$ cat config.mk
export PLATFORM = sky130hd
export DESIGN_NAME = imem_fetch_ctrl_flat
export DESIGN_NICKNAME = d
export VERILOG_FILES = /design/src/rtl/imem_fetch_if.sv /design/src/rtl/imem_fetch_ctrl.sv /design/src/flat_wrapper.sv
export SDC_FILE = /design/constraint.sdc
export NUM_CORES = 1
export LEC_CHECK = 0
export ABC_AREA = 1
export CORE_ASPECT_RATIO = 0.8
export CORE_UTILIZATION = 40
export CTS_BUF_LIST = sky130_fd_sc_hd__clkbuf_16
export DETAILED_ROUTE_END_ITERATION = 12
export PLACE_DENSITY_LB_ADDON = 0.08
export SKIP_LAST_GASP = 1
export SLEW_MARGIN = 5
export SYNTH_ARGS = -nofsm -noshare
export SYNTH_HDL_FRONTEND = slang
export SYNTH_SLANG_ARGS = --single-unit
$ cat constraint.sdc
create_clock -name clk -period 2.1 [get_ports clk]
set_input_delay 0.315 -clock clk [delete_from_list [all_inputs] [get_ports clk]]
set_output_delay 0.315 -clock clk [all_outputs]
set_load 0.1 [all_outputs]
$ cat src/rtl/imem_fetch_if.sv
// Bundle of loader, memory, decode and redirect signals around the fetch sequencer.
// The master side is the sequencer; the slave side is everything it talks to.
interface imem_fetch_if #(
  parameter int N = 24
);
  logic         ld_valid;
  logic [7:0]   ld_addr;
  logic [N-1:0] ld_data;
  logic         ld_ready;
  logic         ld_start;
  logic         mem_we;
  logic [N-1:0] mem_addr;
  logic [N-1:0] mem_wdata;
  logic [N-1:0] mem_rdata;
  logic [N-1:0] instr;
  logic [N-1:0] instr_pc;
  logic         instr_valid;
  logic         instr_ready;
  logic         redirect;
  logic [N-1:0] redirect_pc;
  logic         busy;
  logic         halted;

  modport master (
    input  ld_valid, ld_addr, ld_data, ld_start, mem_rdata,
           instr_ready, redirect, redirect_pc,
    output ld_ready, mem_we, mem_addr, mem_wdata, instr, instr_pc,
           instr_valid, busy, halted
  );

  modport slave (
    output ld_valid, ld_addr, ld_data, ld_start, mem_rdata,
           instr_ready, redirect, redirect_pc,
    input  ld_ready, mem_we, mem_addr, mem_wdata, instr, instr_pc,
           instr_valid, busy, halted
  );
endinterface

$ cat src/rtl/imem_fetch_ctrl.sv
// Instruction memory sequencer: owns the write port while a program is loaded,
// then fetches one word at a time and presents it to decode with valid/ready.
// mem_addr is a register, so it already supplies the first cycle of the read
// latency; the attached memory contributes the remaining LAT-1 cycles.
module imem_fetch_ctrl #(
  parameter int             N       = 24,
  parameter int             DEPTH   = 256,
  parameter int             LAT     = 1,
  parameter logic [N-1:0]   HALT_OP = 24'hFFFFFF
) (
  input  logic         clk,
  input  logic         rst,
  imem_fetch_if.master bus
);

  typedef enum logic [2:0] {
    IDLE,
    ISSUE,
    WAIT,
    PRESENT,
    HALTED
  } state_t;

  localparam logic [2:0] LAT_C = 3'(LAT);

  state_t       state;
  logic [N-1:0] pc;
  logic [2:0]   cnt;

  // Fold an arbitrary jump target into the memory address range.
  function automatic logic [N-1:0] wrap_pc(input logic [N-1:0] a);
    wrap_pc = N'(32'(a) % 32'(DEPTH));
  endfunction

  // Sequential successor of a PC, wrapping from the last word back to 0.
  function automatic logic [N-1:0] next_pc(input logic [N-1:0] a);
    next_pc = (a == N'(DEPTH - 1)) ? '0 : a + N'(1);
  endfunction

  // Single state machine; every output is a register updated with the state.
  always_ff @(posedge clk) begin
    if (rst) begin
      state           <= IDLE;
      pc              <= '0;
      cnt             <= '0;
      bus.mem_we      <= 1'b0;
      bus.mem_addr    <= '0;
      bus.mem_wdata   <= '0;
      bus.instr       <= '0;
      bus.instr_pc    <= '0;
      bus.instr_valid <= 1'b0;
      bus.busy        <= 1'b0;
      bus.halted      <= 1'b0;
      bus.ld_ready    <= 1'b1;
    end else begin
      bus.mem_we <= 1'b0;
      if (state != IDLE && bus.redirect) begin
        pc              <= wrap_pc(bus.redirect_pc);
        cnt             <= '0;
        bus.instr_valid <= 1'b0;
        bus.busy        <= 1'b1;
        bus.halted      <= 1'b0;
        state           <= ISSUE;
      end else begin
        case (state)
          IDLE: begin
            if (bus.ld_valid) begin
              bus.mem_we    <= 1'b1;
              bus.mem_addr  <= N'(bus.ld_addr);
              bus.mem_wdata <= bus.ld_data;
            end
            if (bus.ld_start) begin
              pc           <= '0;
              bus.busy     <= 1'b1;
              bus.ld_ready <= 1'b0;
              state        <= ISSUE;
            end
          end
          ISSUE: begin
            bus.mem_addr <= pc;
            cnt          <= 3'd1;
            state        <= WAIT;
          end
          WAIT: begin
            if (cnt == LAT_C) begin
              bus.instr       <= bus.mem_rdata;
              bus.instr_pc    <= pc;
              bus.instr_valid <= 1'b1;
              state           <= PRESENT;
            end else begin
              cnt <= cnt + 3'd1;
            end
          end
          PRESENT: begin
            if (bus.instr_ready) begin
              bus.instr_valid <= 1'b0;
              if (bus.instr == HALT_OP) begin
                bus.busy   <= 1'b0;
                bus.halted <= 1'b1;
                state      <= HALTED;
              end else begin
                pc    <= next_pc(pc);
                state <= ISSUE;
              end
            end
          end
          HALTED: begin
            bus.instr_valid <= 1'b0;
          end
          default: begin
            state <= IDLE;
          end
        endcase
      end
    end
  end

endmodule

$ cat src/flat_wrapper.sv
// flat-port wrapper written by rule: the top's interface ports become plain ports
module imem_fetch_ctrl_flat 
#(
  parameter int             N       = 24,
  parameter int             DEPTH   = 256,
  parameter int             LAT     = 1,
  parameter logic [N-1:0]   HALT_OP = 24'hFFFFFF
)
  (clk, rst, bus_ld_valid, bus_ld_addr, bus_ld_data, bus_ld_start, bus_mem_rdata, bus_instr_ready, bus_redirect, bus_redirect_pc, bus_ld_ready, bus_mem_we, bus_mem_addr, bus_mem_wdata, bus_instr, bus_instr_pc, bus_instr_valid, bus_busy, bus_halted);
  imem_fetch_if #(.N(N)) bus_i ();
  input  logic clk;
  input  logic rst;
  input wire logic [$bits(bus_i.ld_valid)-1:0] bus_ld_valid;
  input wire logic [$bits(bus_i.ld_addr)-1:0] bus_ld_addr;
  input wire logic [$bits(bus_i.ld_data)-1:0] bus_ld_data;
  input wire logic [$bits(bus_i.ld_start)-1:0] bus_ld_start;
  input wire logic [$bits(bus_i.mem_rdata)-1:0] bus_mem_rdata;
  input wire logic [$bits(bus_i.instr_ready)-1:0] bus_instr_ready;
  input wire logic [$bits(bus_i.redirect)-1:0] bus_redirect;
  input wire logic [$bits(bus_i.redirect_pc)-1:0] bus_redirect_pc;
  output wire logic [$bits(bus_i.ld_ready)-1:0] bus_ld_ready;
  output wire logic [$bits(bus_i.mem_we)-1:0] bus_mem_we;
  output wire logic [$bits(bus_i.mem_addr)-1:0] bus_mem_addr;
  output wire logic [$bits(bus_i.mem_wdata)-1:0] bus_mem_wdata;
  output wire logic [$bits(bus_i.instr)-1:0] bus_instr;
  output wire logic [$bits(bus_i.instr_pc)-1:0] bus_instr_pc;
  output wire logic [$bits(bus_i.instr_valid)-1:0] bus_instr_valid;
  output wire logic [$bits(bus_i.busy)-1:0] bus_busy;
  output wire logic [$bits(bus_i.halted)-1:0] bus_halted;
  assign bus_i.ld_valid = bus_ld_valid;
  assign bus_i.ld_addr = bus_ld_addr;
  assign bus_i.ld_data = bus_ld_data;
  assign bus_i.ld_start = bus_ld_start;
  assign bus_i.mem_rdata = bus_mem_rdata;
  assign bus_i.instr_ready = bus_instr_ready;
  assign bus_i.redirect = bus_redirect;
  assign bus_i.redirect_pc = bus_redirect_pc;
  assign bus_ld_ready = bus_i.ld_ready;
  assign bus_mem_we = bus_i.mem_we;
  assign bus_mem_addr = bus_i.mem_addr;
  assign bus_mem_wdata = bus_i.mem_wdata;
  assign bus_instr = bus_i.instr;
  assign bus_instr_pc = bus_i.instr_pc;
  assign bus_instr_valid = bus_i.instr_valid;
  assign bus_busy = bus_i.busy;
  assign bus_halted = bus_i.halted;
  imem_fetch_ctrl #(.N(N), .DEPTH(DEPTH), .LAT(LAT), .HALT_OP(HALT_OP)) u_core (.clk(clk), .rst(rst), .bus(bus_i));
endmodule
After elaboration in Yosys (flattened, before gate mapping)
Index checks and enable logic that the tools add are counted.
{ "op_classes": {"n_mul": 0, "reduce_logical": 22, "n_lt_le_gt_ge": 0, "n_addsub": 2, "muxes": 25, "bitwise_logic": 3, "shift": 0, "n_div": 0, "n_eq_ne": 19} }
{ "op_table": {"columns": ["cell", "n"], "rows": [
  ["24-bit two-way mux", 5],
  ["24-bit case mux with 2 select lines", 2],
  ["24-bit by 1-bit adder with 24-bit output, second input constant", 1],
  ["24-bit == test, second input constant", 1],
  ["24-bit by 8-bit == test with 1-bit output, second input constant", 1],
  ["4-bit AND reduction", 5],
  ["3-bit AND reduction", 6],
  ["3-bit two-way mux", 5],
  ["3-bit case mux with 5 select lines", 1],
  ["2-bit inequality test, second input constant", 5],
  ["3-bit by 2-bit inequality test with 1-bit output, second input constant", 3],
  ["3-bit nonzero test", 3],
  ["1-bit two-way mux", 8],
  ["8-bit two-way mux", 1],
  ["3-bit by 1-bit == test with 1-bit output, second input constant", 2],
  ["3-bit by 2-bit == test with 1-bit output, second input constant", 2],
  ["3-bit by 1-bit inequality test with 1-bit output, second input constant", 2],
  ["3-bit case mux with 2 select lines", 1],
  ["2-bit nonzero test", 3],
  ["2-bit by 1-bit inequality test with 1-bit output, second input constant", 2],
  ["3-bit by 1-bit adder with 3-bit output, second input constant", 1],
  ["3-bit == test, second input constant", 1],
  ["3-bit logical NOT", 1],
  ["1-bit NOT", 3],
  ["6 further kinds", 6]
]} }
{ "totals": {"regBits": 131, "latchBits": 0, "inputBits": 86, "rom_bits": 0, "ramBits": 0, "out_inout_bits": 101, "n_memories": 0, "wordCells": 85} }

Depth between registers and ports, before layout
Gate-level depths: netlist of the first run.
{ "depth": {"word_depth": 6, "mapped_depth": 11, "ltp_nobuf": 11} }

Worst setup path before layout of the first run
No wires, ideal clock.
{ "synth_path": {"path_type": "register -> register", "startpoint": "register u_core.bus.instr[9]", "endpoint": "register u_core.pc[0]", "path_slack_ns": -0.021, "arrival_time_ns": 2.010, "t_required_ns": 1.988, "period_less_slack_ns": 2.121, "n_path_buf": 1, "setup_ns": 0.112, "stages_incl_launch_ff": 11, "cell_sequence": "dfxtp_1 -> nand2_1 -> nor2_1 -> nand2_1 -> nor2_1 -> nand3_2 -> nand2_2 -> buf_4 -> nand3_1 -> nand2_1 -> nor2_1"} }
{ "synth_between": {"elab_chain_len": 3} }
{ "synth_lines": {"columns": ["element", "line_no", "rtl"], "rows": [
  ["start: declaration", "imem_fetch_if.sv:27", "output ld_ready, mem_we, mem_addr, mem_wdata, instr, instr_pc,"],
  ["start signal: assignment", "imem_fetch_ctrl.sv:86", "bus.instr <= bus.mem_rdata;"],
  ["24-bit == test", "imem_fetch_ctrl.sv:97", "if (bus.instr == HALT_OP) begin"],
  ["3-bit by 2-bit inequality test with 1-bit output (no line)", null, null],
  ["4-bit AND reduction (no line)", null, null],
  ["end signal: assignment", "imem_fetch_ctrl.sv:58", "pc <= wrap_pc(bus.redirect_pc);"],
  ["end signal: assignment", "imem_fetch_ctrl.sv:102", "pc <= next_pc(pc);"],
  ["end: declaration", "imem_fetch_ctrl.sv:27", "logic [N-1:0] pc;"]
]} }
No other way between the ends.
A chain may end at the register's enable or synchronous reset.

Final worst setup path of the first run
{ "layout_path": {"startpoint": "register u_core.pc[0]", "endpoint": "register u_core.pc[15]"} }
{ "layout_between": {"elab_chain_len": 5, "elab_cells_between_ends": 6, "classes_between": "add/sub: 1; eq/ne: 1; mux: 4"} }
{ "layout_lines": {"columns": ["element", "line_no", "rtl"], "rows": [
  ["24-bit by 1-bit adder with 24-bit output / 24-bit by 8-bit == test with 1-bit output (equally long branches)", "imem_fetch_ctrl.sv:37", "next_pc = (a == N'(DEPTH - 1)) ? '0 : a + N'(1);"],
  ["24-bit two-way mux *", "imem_fetch_ctrl.sv:37", null],
  ["24-bit two-way mux *", "imem_fetch_ctrl.sv:97", null],
  ["24-bit two-way mux *", "imem_fetch_ctrl.sv:95", "if (bus.instr_ready) begin"],
  ["24-bit case mux with 2 select lines *", "imem_fetch_ctrl.sv:65", "case (state)"]
]} }
Every way passes the cells marked *; elsewhere a longest branch is shown, timed or not. The select of a mux whose other input is x is not followed.

==> impl.org, run 1 <==
** Power and ir drop
- Int Power :: 6.07 mW
- Power per cell area :: 1440 nW/um^2
- In this run, the clock network consumes 25.5% of the power.
- Switch share :: 47.8%
- For this design the static power due to leakage is 3.46 nW.
- Combinational logic burns 46.3% of the power.
- Peak ir drop on the vdd network :: 0.00107 V
- Summed over all nets, the switching power comes to 5.57 mW.
- Sequential fraction of design power :: 28.2%

** Synthesis
- Count of flip-flops with a built-in enable after synthesis :: 0
- The number of nets in the synthesized netlist is 933.
- Post-Synth Adder-Cell Area :: 0.648%
- Area contributors post-synth :: dfxtp_1 45%, nand2_1 12%, nor2_1 9.8%
- Compound-cell area share of the yosys netlist :: 15.5%
- Summing every instance area after synthesis gives 5790 sq um.
- Synth unique cells :: 29
- After synthesis, flip-flops and latches occupy 45.3% of the total area.
- Most used flip-flop cell after synthesis :: dfxtp_1
- Mux contribution to synthesized area :: 0%
- Share of the synthesized netlist area taken by xor and xnor gates :: 1.06%
- Share of the synthesized area in the top cell type :: 45.3%
- Of all flip-flops after synthesis, the portion carrying an async set or reset was 0%.
- Each instance of the synthesized netlist takes up on average 6.87 sq um.
- After synthesis, the largest family of logic cells by area is simple AND/OR/NAND/NOR gates.
- Simple logic cell fraction of the synthesized area :: 30.1%
- Summed over all instances, the cell type with the most area after synthesis is dfxtp_1.
- Post-synthesis register bit count :: 131
- Syn Inst Count :: 844
- The Yosys step of the flow raised 0 warnings.

** Timing
- The clock period could shrink to 1860 ps.
- Number of hold-slack violations in the final timing report :: 0
- Setup violations, final :: 0
- Measured against its own limit, the worst slew margin works out to 70.7%.
- On the final layout, the worst clock skew is 12.1 ps.
- For the pin with the worst max-slew slack, the measured transition is 439 ps.
- Dividing the final minimum period by the clock period gives 88.4%.
- Setup repair after global routing left no endpoint under its margin.
- Total negative slack for setup checks :: 0 ps
- The number of max-slew violations in the final report came to 0.
- Timing-limited maximum frequency :: 538 MHz

** Route
- In this run, the number of DRC markers left after iteration 0 of detailed routing was 325.
- Routed length per instance :: 13.6 um
- The first TritonRoute pass finished after 5 iterations.
- For this block, the via count after detailed routing is 5,887.
- The final layout contains routed wiring with a total length of 16.4 mm.
- After detailed routing, the number of remaining DRC violations is 0.
- Via density per instance :: 4.89
- Number of routed nets with antenna violations :: 0

** Worst setup path
- The setup path with the least slack is of type reg2reg.
- The number of buffers and inverters on the critical path is 1.
- The largest individual stage delay along the critical path comes from the cell dfxtp_1.
- Counting stages on the worst path, the most repeated cell is nand3_1.
- Family with the most delay on the worst path :: simple AND/OR/NAND/NOR gates
- The endpoint identified for the worst register-to-register timing path is u_core.pc[15].
- Sequence of cells on the critical path :: ha_1 -> nand3_1 -> nor3_2 -> nand3_1 -> nand2_1 -> inv_2 -> a21oi_1 -> nor2_1
- Kind of start point of the critical path :: flop
- In this design, the stage delay of the slowest critical-path cell is 400 ps.
- Data arrival time of the critical path :: 2170 ps
- In this run the critical register-to-register path is launched from u_core.pc[0].
- Largest fanout on the critical path :: 9
- Worst r2r path cells :: 8
- Across all register-to-register paths, the minimum setup slack is 240 ps.
- STA classifies the critical path endpoint as a flop.
- Data on the critical path is required at its endpoint by 2410 ps.

** Global routing
- Summed over all layers, the global routing overflow is 0.
- The first global-routing pass estimated 26.5 mm of wire.
- Initial antenna violation count :: 0
- Via count of the first global-routing pass :: 5,404
- Across every metal layer, demand over resource in global routing totals 23.0%.
- Entering global routing, the biggest net connects 83 pins.

** CTS
- Total number of H-tree levels :: 4
- The number of hold buffers added after CTS was 0.
- After clock tree synthesis, the clock-pin slew on the worst setup and hold paths is 50 ps.
- Number of sinks on the clock net :: 131
- Buffer count from post-CTS setup fixing :: 0
- Clock latency of the later-clocked register in the worst-skew pair :: 430 ps
- Number of CTS-inserted buffers :: 17
- TritonCTS built the clock tree.
- The longest clock path from root to sink contains 2 buffers.
- Root Driver :: clkbuf_16
- Post_cts resized :: 0

** Final layout
- Count of filler cells inserted in the layout :: 1,361
- Synthesis-to-layout area growth :: 39.3%
- In the final layout, the share of cells above drive strength 1 is 17.9%.
- Number of cells in the finished layout apart from fillers :: 1,204
- 0 antenna diodes ended up in the layout.
- Net total in the final layout :: 1,100

** Worst hold path
- End point of the most critical hold path :: u_core.bus.ld_ready
- Hold path start :: u_core.bus.ld_ready
- Kind of path behind the tightest hold check :: reg2reg
- The worst hold path was traced through 2 stages.

** Place
- RD Place Congestion :: 0.832
- After legalization and detailed placement, the total HPWL measured 11.5 mm.
- Placed instance count :: 1,172
- Input and output buffers added on the ports amount to 170.

** Floorplan
- I/O pin total :: 187
- In this run the horizontal extent of the chip is 137 um.
- Overall die area :: 15,000 sq um
- In this run the core area contains 38 standard-cell rows.
- The initial utilization of the core area, before any placement, comes to 41.9%.
- Core area :: 13,800 sq um
- The die is 110 um tall.

** Run status
- The run finished with clean final reports.

** Run
- Max-cap violations in this run came to 0.
## Yosys cell counts (8+ instances only)
cell,n
clkbuf_1,24
nand2_1,187
a31oi_1,8
a21oi_1,75
nand3_1,60
nand4_1,8
dfxtp_1,131
inv_1,56
buf_2,14
inv_2,11
nor2_1,152
o21ai_0,82
## flip-flops by register name (all words and copies together), names as in the netlist
signal                  flops
u_core.bus.instr           24
u_core.bus.instr_pc        24
u_core.bus.mem_addr        24
u_core.bus.mem_wdata       24
u_core.pc                  24
u_core.cnt                  3
u_core.state                3
u_core.bus.busy             1
u_core.bus.halted           1
u_core.bus.instr_valid      1
u_core.bus.ld_ready         1
u_core.bus.mem_we           1
## logic make-up (layout without fill, tap and decap cells)
group                      Yosys count  count (layout)
buffers and inverters              108             288
DFF                                131             131
adders and majority gates            3               3
AOI/OAI and AO/OA                  173             173
and+or+nand+nor                    422             422
xor gates and xnor gates             7               7
## area by class of cell
cell class,instances,area (sq um),area share (%)
Clock inverter,15,169,2.09
Sequential cell,131,2630,32.6
Multi-Input combinational cell,605,2740,33.9
Timing Repair Buffer,189,1630,20.2
Clock buffer,17,425,5.27
Inverter,67,251,3.12
Tap cell,180,225,2.79
## layer usage
layer	vias up	global-route usage (%)	part of all wire, %
li1	3072	-	-
met1	2615	30.5	48
met2	184	34.2	43
met3	16	8.21	8.5
met4	0	8.25	1.3
met5	-	0	0
## cell usage in the layout, fill, tap and decap left out, drive strengths merged
| cell type | count |
|---|---|
| dfxtp | 131 |
| clkbuf | 17 |
| bufinv | 3 |
| a211oi | 2 |
| ha | 3 |
| nor2 | 153 |
| nand4 | 8 |
| nor3 | 5 |
| clkdlybuf4s50 | 69 |
| clkinv | 6 |
| buf | 120 |
| nand3 | 63 |
| inv | 69 |
| o21ai | 86 |
| xor2 | 6 |
| and3 | 1 |
| a21oi | 77 |
| a31oi | 8 |
| nand2 | 192 |
| xnor2 | 1 |
| clkinvlp | 4 |
## how the worst max path moves through the flow
stage / from / to / cells after the start / slack [ps]
floorplan: u_core.bus.instr[20] / u_core.pc[0] / 10 / 6
global placement: bus_ld_start / u_core.pc[8] / 8 / 230
detailed placement: bus_ld_start / u_core.pc[9] / 7 / 200
CTS: u_core.pc[0] / u_core.pc[15] / 8 / 230
global route: u_core.pc[0] / u_core.pc[15] / 8 / 10
finish: u_core.pc[0] / u_core.pc[15] / 8 / 240
## power by group through the flow
stage,Clock (mW),Combinational (mW),Sequential (mW)
final,2.97,5.39,3.28
after detailed placement,0,5.39,3.33
after global routing,3.13,5.79,3.34
after CTS,3.01,5.42,3.28
after global placement,0,5.36,3.32
after floorplan,0,1.77,5.66
## tightest hold or removal path: cells and delay by family (launching register included)
family,cells,cell delay [ps]
flops,1,310
simple gates,2,100
## metrics by stage
step / cell area [sq um] / setup slack (ps) / hold slack [ps] / util [%] / power [mW]
2_1_floorplan: 5800 / 5.52 / 472 / - / 7.43
3_3_place_gp: 7480 / 227 / 437 / 54.1 / 8.69
3_5_place_dp: 7480 / 201 / 443 / 54.1 / 8.72
4_1_cts: 8070 / 231 / 456 / 58.3 / 11.7
5_1_grt: 8070 / 10.1 / 473 / 58.3 / 12.3
6_report: 8070 / 243 / 451 / 58.3 / 11.6
Power figures use the tool's default switching activity.
==> inputs of run 2 (changes only) <==
--- a/config.mk
+++ b/config.mk
@@ -5,10 +5,12 @@
 export SDC_FILE = /design/constraint.sdc
 export NUM_CORES = 1
 export LEC_CHECK = 0
-export ABC_AREA = 1
+export ABC_AREA = 0
+export CAP_MARGIN = 15
 export CORE_ASPECT_RATIO = 0.8
 export CORE_UTILIZATION = 40
 export CTS_BUF_LIST = sky130_fd_sc_hd__clkbuf_16
+export CTS_CLUSTER_DIAMETER = 150
 export DETAILED_ROUTE_END_ITERATION = 12
 export PLACE_DENSITY_LB_ADDON = 0.08
 export SKIP_LAST_GASP = 1
==> run 2 against run 1 <==
Effect of this change:
- hold slack got worse by 330 ps
- register-to-register slack got worse by 130 ps
- utilization is 1.9 points higher
- clock skew decreased by 5.3 ps
- power down 35%
- global-route usage grew 1.5 points
- sequential share of layout area about the same
- first-iteration DRC count up 12%
- setup slack worse by 130 ps
- sequential power down 18%
- die area fell by 3.1%
- critical path type unchanged
- final cell count is 10% lower
==> impl.org, run 2 <==
** Run status
- Status: completed (unchanged).

** Worst hold path
- The classification of the worst-slack hold path is in2reg (was reg2reg).
- The endpoint of the worst hold path is u_core.state[0] (was u_core.bus.ld_ready).
- The cell depth of the worst min-delay path came to 2 (unchanged).
- Hold path start :: rst (was u_core.bus.ld_ready)

** Timing
- The number of max-slew violations in the final report was 0 (unchanged).
- The worst clock skew came to 6.82 ps (was 12.1 ps).
- RSZ-0062 raised after global routing :: no (unchanged)
- Worst path setup slack after routing :: 112 ps (was 243 ps)
- Slew at the pin with the worst max-slew slack :: 561 ps (was 439 ps)
- Number of hold-slack violations in the final timing report :: 0 (unchanged)
- Worst slew slack as a fraction of its limit :: 62.6% (was 70.7%)
- Share of the clock period used by the worst path :: 94.7% (was 88.4%)
- Final period demand of the worst path :: 1990 ps (was 1860 ps)
- Setup violations, final :: 0 (unchanged)
- Total negative slack for setup checks :: 0 ps (unchanged)
- Hold slack final :: 125 ps (was 451 ps)
- The achievable frequency is 503 MHz (was 538 MHz).

** Worst setup path
- Sequence of cells on the critical path :: and4_1 -> and3_1 -> nand4_1 -> or4_1 -> a211oi_2 (was ha_1 -> nand3_1 -> nor3_2 -> nand3_1 -> nand2_1 -> inv_2 -> a21oi_1 -> nor2_1)
- Worst r2r path cells :: 5 (was 8)
- Crit. End Element :: flop (unchanged)
- The delay of the slowest cell on the worst path is 440 ps (was 400 ps).
- Critical-path top delay cell :: dfxtp_1 (unchanged)
- R2R setup slack :: 110 ps (was 240 ps)
- Largest fanout on the critical path :: 6 (was 9)
- The critical path launch point type is a flop (unchanged).
- The reg-to-reg critical path startpoint was u_core.pc[10] (was u_core.pc[0]).
- Classification of the worst setup path :: reg2reg (unchanged)
- Worst reg2reg path endpoint :: u_core.pc[23] (was u_core.pc[15])
- Data arrival time of the critical path :: 2330 ps (was 2170 ps)
- Crit path required time :: 2440 ps (was 2410 ps)

** Global routing
- First-pass GRT wire length :: 27.7 mm (was 26.5 mm)
- Via count of the first global-routing pass :: 5,440 (was 5,404)
- The number of antenna violations at the first check in global routing came to 0 (unchanged).
- The overall routing resource usage is 24.5% (was 23.0%).
- Pin count of the biggest net entering global routing :: 113 (was 83)
- The most used routing layer was met2 (unchanged).
- The overflow left after global routing is 0 (unchanged).
- The global routing met2 resource utilization came to 38.0% (was 34.2%).
- The met1 demand-to-capacity share in global routing was 32.4% (was 30.5%).
- The met3 global-route usage was 6.84% (was 8.21%).

** Final layout
- The total of fill cells in the finished design came to 1,235 (was 1,361).
- Synthesis-to-layout area growth :: 46.5% (was 39.3%)
- Most frequent cells in the layout: 178 x nand2_1, 157 x buf_4, 107 x dfxtp_1 (was 187 x nand2_1, 152 x nor2_1, 123 x dfxtp_1).
- The layout cell share with drive strength beyond 1 was 25.8% (was 17.9%).
- Number of antenna cells inserted :: 0 (unchanged)
- Leading cell type in the layout, fill and taps excluded :: nand2_1 (unchanged)
- The number of nets in the layout was 981 (was 1,100).

** Floorplan
- Overall die area :: 14,500 sq um (was 15,000 sq um)
- Height of the chip :: 108 um (was 110 um)
- Number of rows in the core area :: 38 (unchanged)
- The initial core utilization came to 41.1% (was 41.9%).
- The total I/O pin count was 187 (unchanged).
- Core area :: 13,600 sq um (was 13,800 sq um)
- The chip width is 134 um (was 137 um).

** CTS
- Clock latency of the later-clocked register in the worst-skew pair :: 410 ps (was 430 ps)
- The TritonCTS clock tree is built (unchanged).
- Max Buffers Root-to-Sink :: 2 (unchanged)
- Root Driver :: clkbuf_16 (unchanged)
- Buffer count from post-CTS setup fixing :: 0 (unchanged)
- The number of buffers inserted by hold repair at cts is 0 (unchanged).
- Number of CTS-inserted buffers :: 17 (unchanged)
- The clock slew at the register clock pins of the worst setup and hold paths was 60 ps (was 50 ps).
- The deepest level of the CTS H-tree was 4 (unchanged).
- Number of sinks on the clock net :: 131 (unchanged)

** Route
- The overall routed net length is 17.2 mm (was 16.4 mm).
- Routed length per instance :: 15.8 um (was 13.6 um)
- The via-per-instance ratio was 5.36 (was 4.89).
- Number of routed nets with antenna violations :: 0 (unchanged)
- The initial detailed-routing violation count came to 364 (was 325).
- Vias :: 5,807 (was 5,887)
- The number of DRC violations after detailed routing was 0 (unchanged).
- Number of search-and-repair iterations in the first detailed-routing pass :: 5 (unchanged)

** Synthesis
- Synth unique cells :: 60 (was 29)
- Count of flip-flops with a built-in enable after synthesis :: 0 (unchanged)
- The cell taking the most area after synthesis was dfxtp_1 (unchanged).
- Syn Inst Count :: 697 (was 844)
- The count of warnings emitted by yosys was 0 (unchanged).
- Netlist area before placement :: 5610 sq um (was 5790 sq um)
- The flop and latch count out of synthesis came to 131 (unchanged).
- Area contributors post-synth :: dfxtp_1 47%, nand2_1 12%, a21oi_1 8.7% (was dfxtp_1 45%, nand2_1 12%, nor2_1 9.8%)
- Count leader, synth :: nand2_1 (unchanged)
- Share of synthesized flip-flops with an asynchronous set or reset :: 0% (unchanged)
- Most numerous cell types in the synthesized netlist: 178 x nand2_1, 131 x dfxtp_1, 98 x a21oi_1 (was 187 x nand2_1, 152 x nor2_1, 131 x dfxtp_1).
- The proportion of netlist area held by the largest area contributor was 46.7% (was 45.3%).
- Post-synthesis net count :: 786 (was 933)
- The synthesized area per cell is 8.05 sq um (was 6.87 sq um).
- Sequential area share after synthesis :: 46.7% (was 45.3%)
- Most used flip-flop cell after synthesis :: dfxtp_1 (unchanged)

** Place
- The half-perimeter wire length of the detailed placement result was 12.3 mm (was 11.5 mm).
- The count of input and output buffers is 170 (unchanged).
- The worst slack after detailed placement was -160 ps (was 201 ps).
- RD Place Congestion :: 0.894 (was 0.832)

** Power and ir drop
- Peak ir drop on the vdd network :: 0.000614 V (was 0.00107 V)
- Power per cell area :: 923 nW/um^2 (was 1440 nW/um^2)
- Static leakage power :: 3.13 nW (was 3.46 nW)

** Run
- Max Cap Violations :: 0 (unchanged)
[run 2: changes by cell type in the layout (fill, tap and decap cells not counted), moves of 12 or more]
cell	before	now
buf_4	117	157
nor2_1	152	17
inv_2	12	0
nand3_1	60	31
a211oi_1	2	18
dfxtp_4	0	12
o21ai_0	82	15
dfxtp_1	123	107
inv_1	57	13
a21oi_1	75	98
[run 2: power by group]
group	internal (mW)	switching [mW]	leakage, nW	total [mW]
sequential	2.60	0.0848	1.08	2.68
clock	1.83	1.07	0.295	2.91
combinational	0.620	1.38	1.76	2.00
total	5.05	2.53	3.13	7.59
[run 2: layer usage]
metal,up-vias,routed length [um]
met3,22,1210
met5,-,0
met1,2716,7940
met4,0,295
li1,2857,-
met2,212,7740
[run 2: layout make-up]
cell class | instances | area (sq um) | share of cell area, %
Clock inverter | 14 | 149 | 1.81
Tap cell | 180 | 225 | 2.74
Timing Repair Buffer | 231 | 1980 | 24.1
Multi-Input combinational cell | 502 | 2720 | 33.1
Clock buffer | 17 | 425 | 5.18
Sequential cell | 131 | 2680 | 32.6
Inverter | 9 | 33.8 | 0.411
[run 2: timing repair]
action                     CTS  global route
gates resized for setup      2             1
setup endpoints to repair    1             6
pin swaps                    0             1
[run 2: worst max-delay path: cells and delay by family (launching register included)]
| kind | cells | cell delay (ps) |
|---|---|---|
| and+or+nand+nor | 4 | 1260 |
| AOI/OAI and AO/OA | 1 | 210 |
| DFF | 1 | 440 |
[run 2: worst max path at each step]
stage,start,end,slack [ps],cells after the start
4_1_cts,u_core.bus.instr[2],u_core.pc[5],60,7
5_1_grt,u_core.pc[10],u_core.pc[23],6,5
6_report,u_core.pc[10],u_core.pc[23],110,5
3_5_place_dp,bus_ld_start,u_core.pc[19],-160,7
2_1_floorplan,u_core.bus.instr[22],u_core.pc[1],40,8
3_3_place_gp,bus_ld_start,u_core.pc[23],-90,6
[run 2: cells by family after synthesis]
kind of cell,count (synthesis),synth area share (%)
xor+xnor,1,0.156
compound gates,185,20.5
simple gates,305,25.2
mux,8,1.43
flops,131,46.7
fa+ha+maj,3,0.669
buf+inv,64,5.24
[run 2: metrics by stage]
step           total power [mW]  cell area, sq um  std cells  util (%)
2_1_floorplan              4.08              5670        697         -
3_3_place_gp               4.69              7630       1053      55.9
3_5_place_dp               4.72              7630       1053      55.9
4_1_cts                    7.62              8210       1084      60.2
5_1_grt                    7.89              8220       1084      60.2
6_report                   7.59              8220       1084      60.2
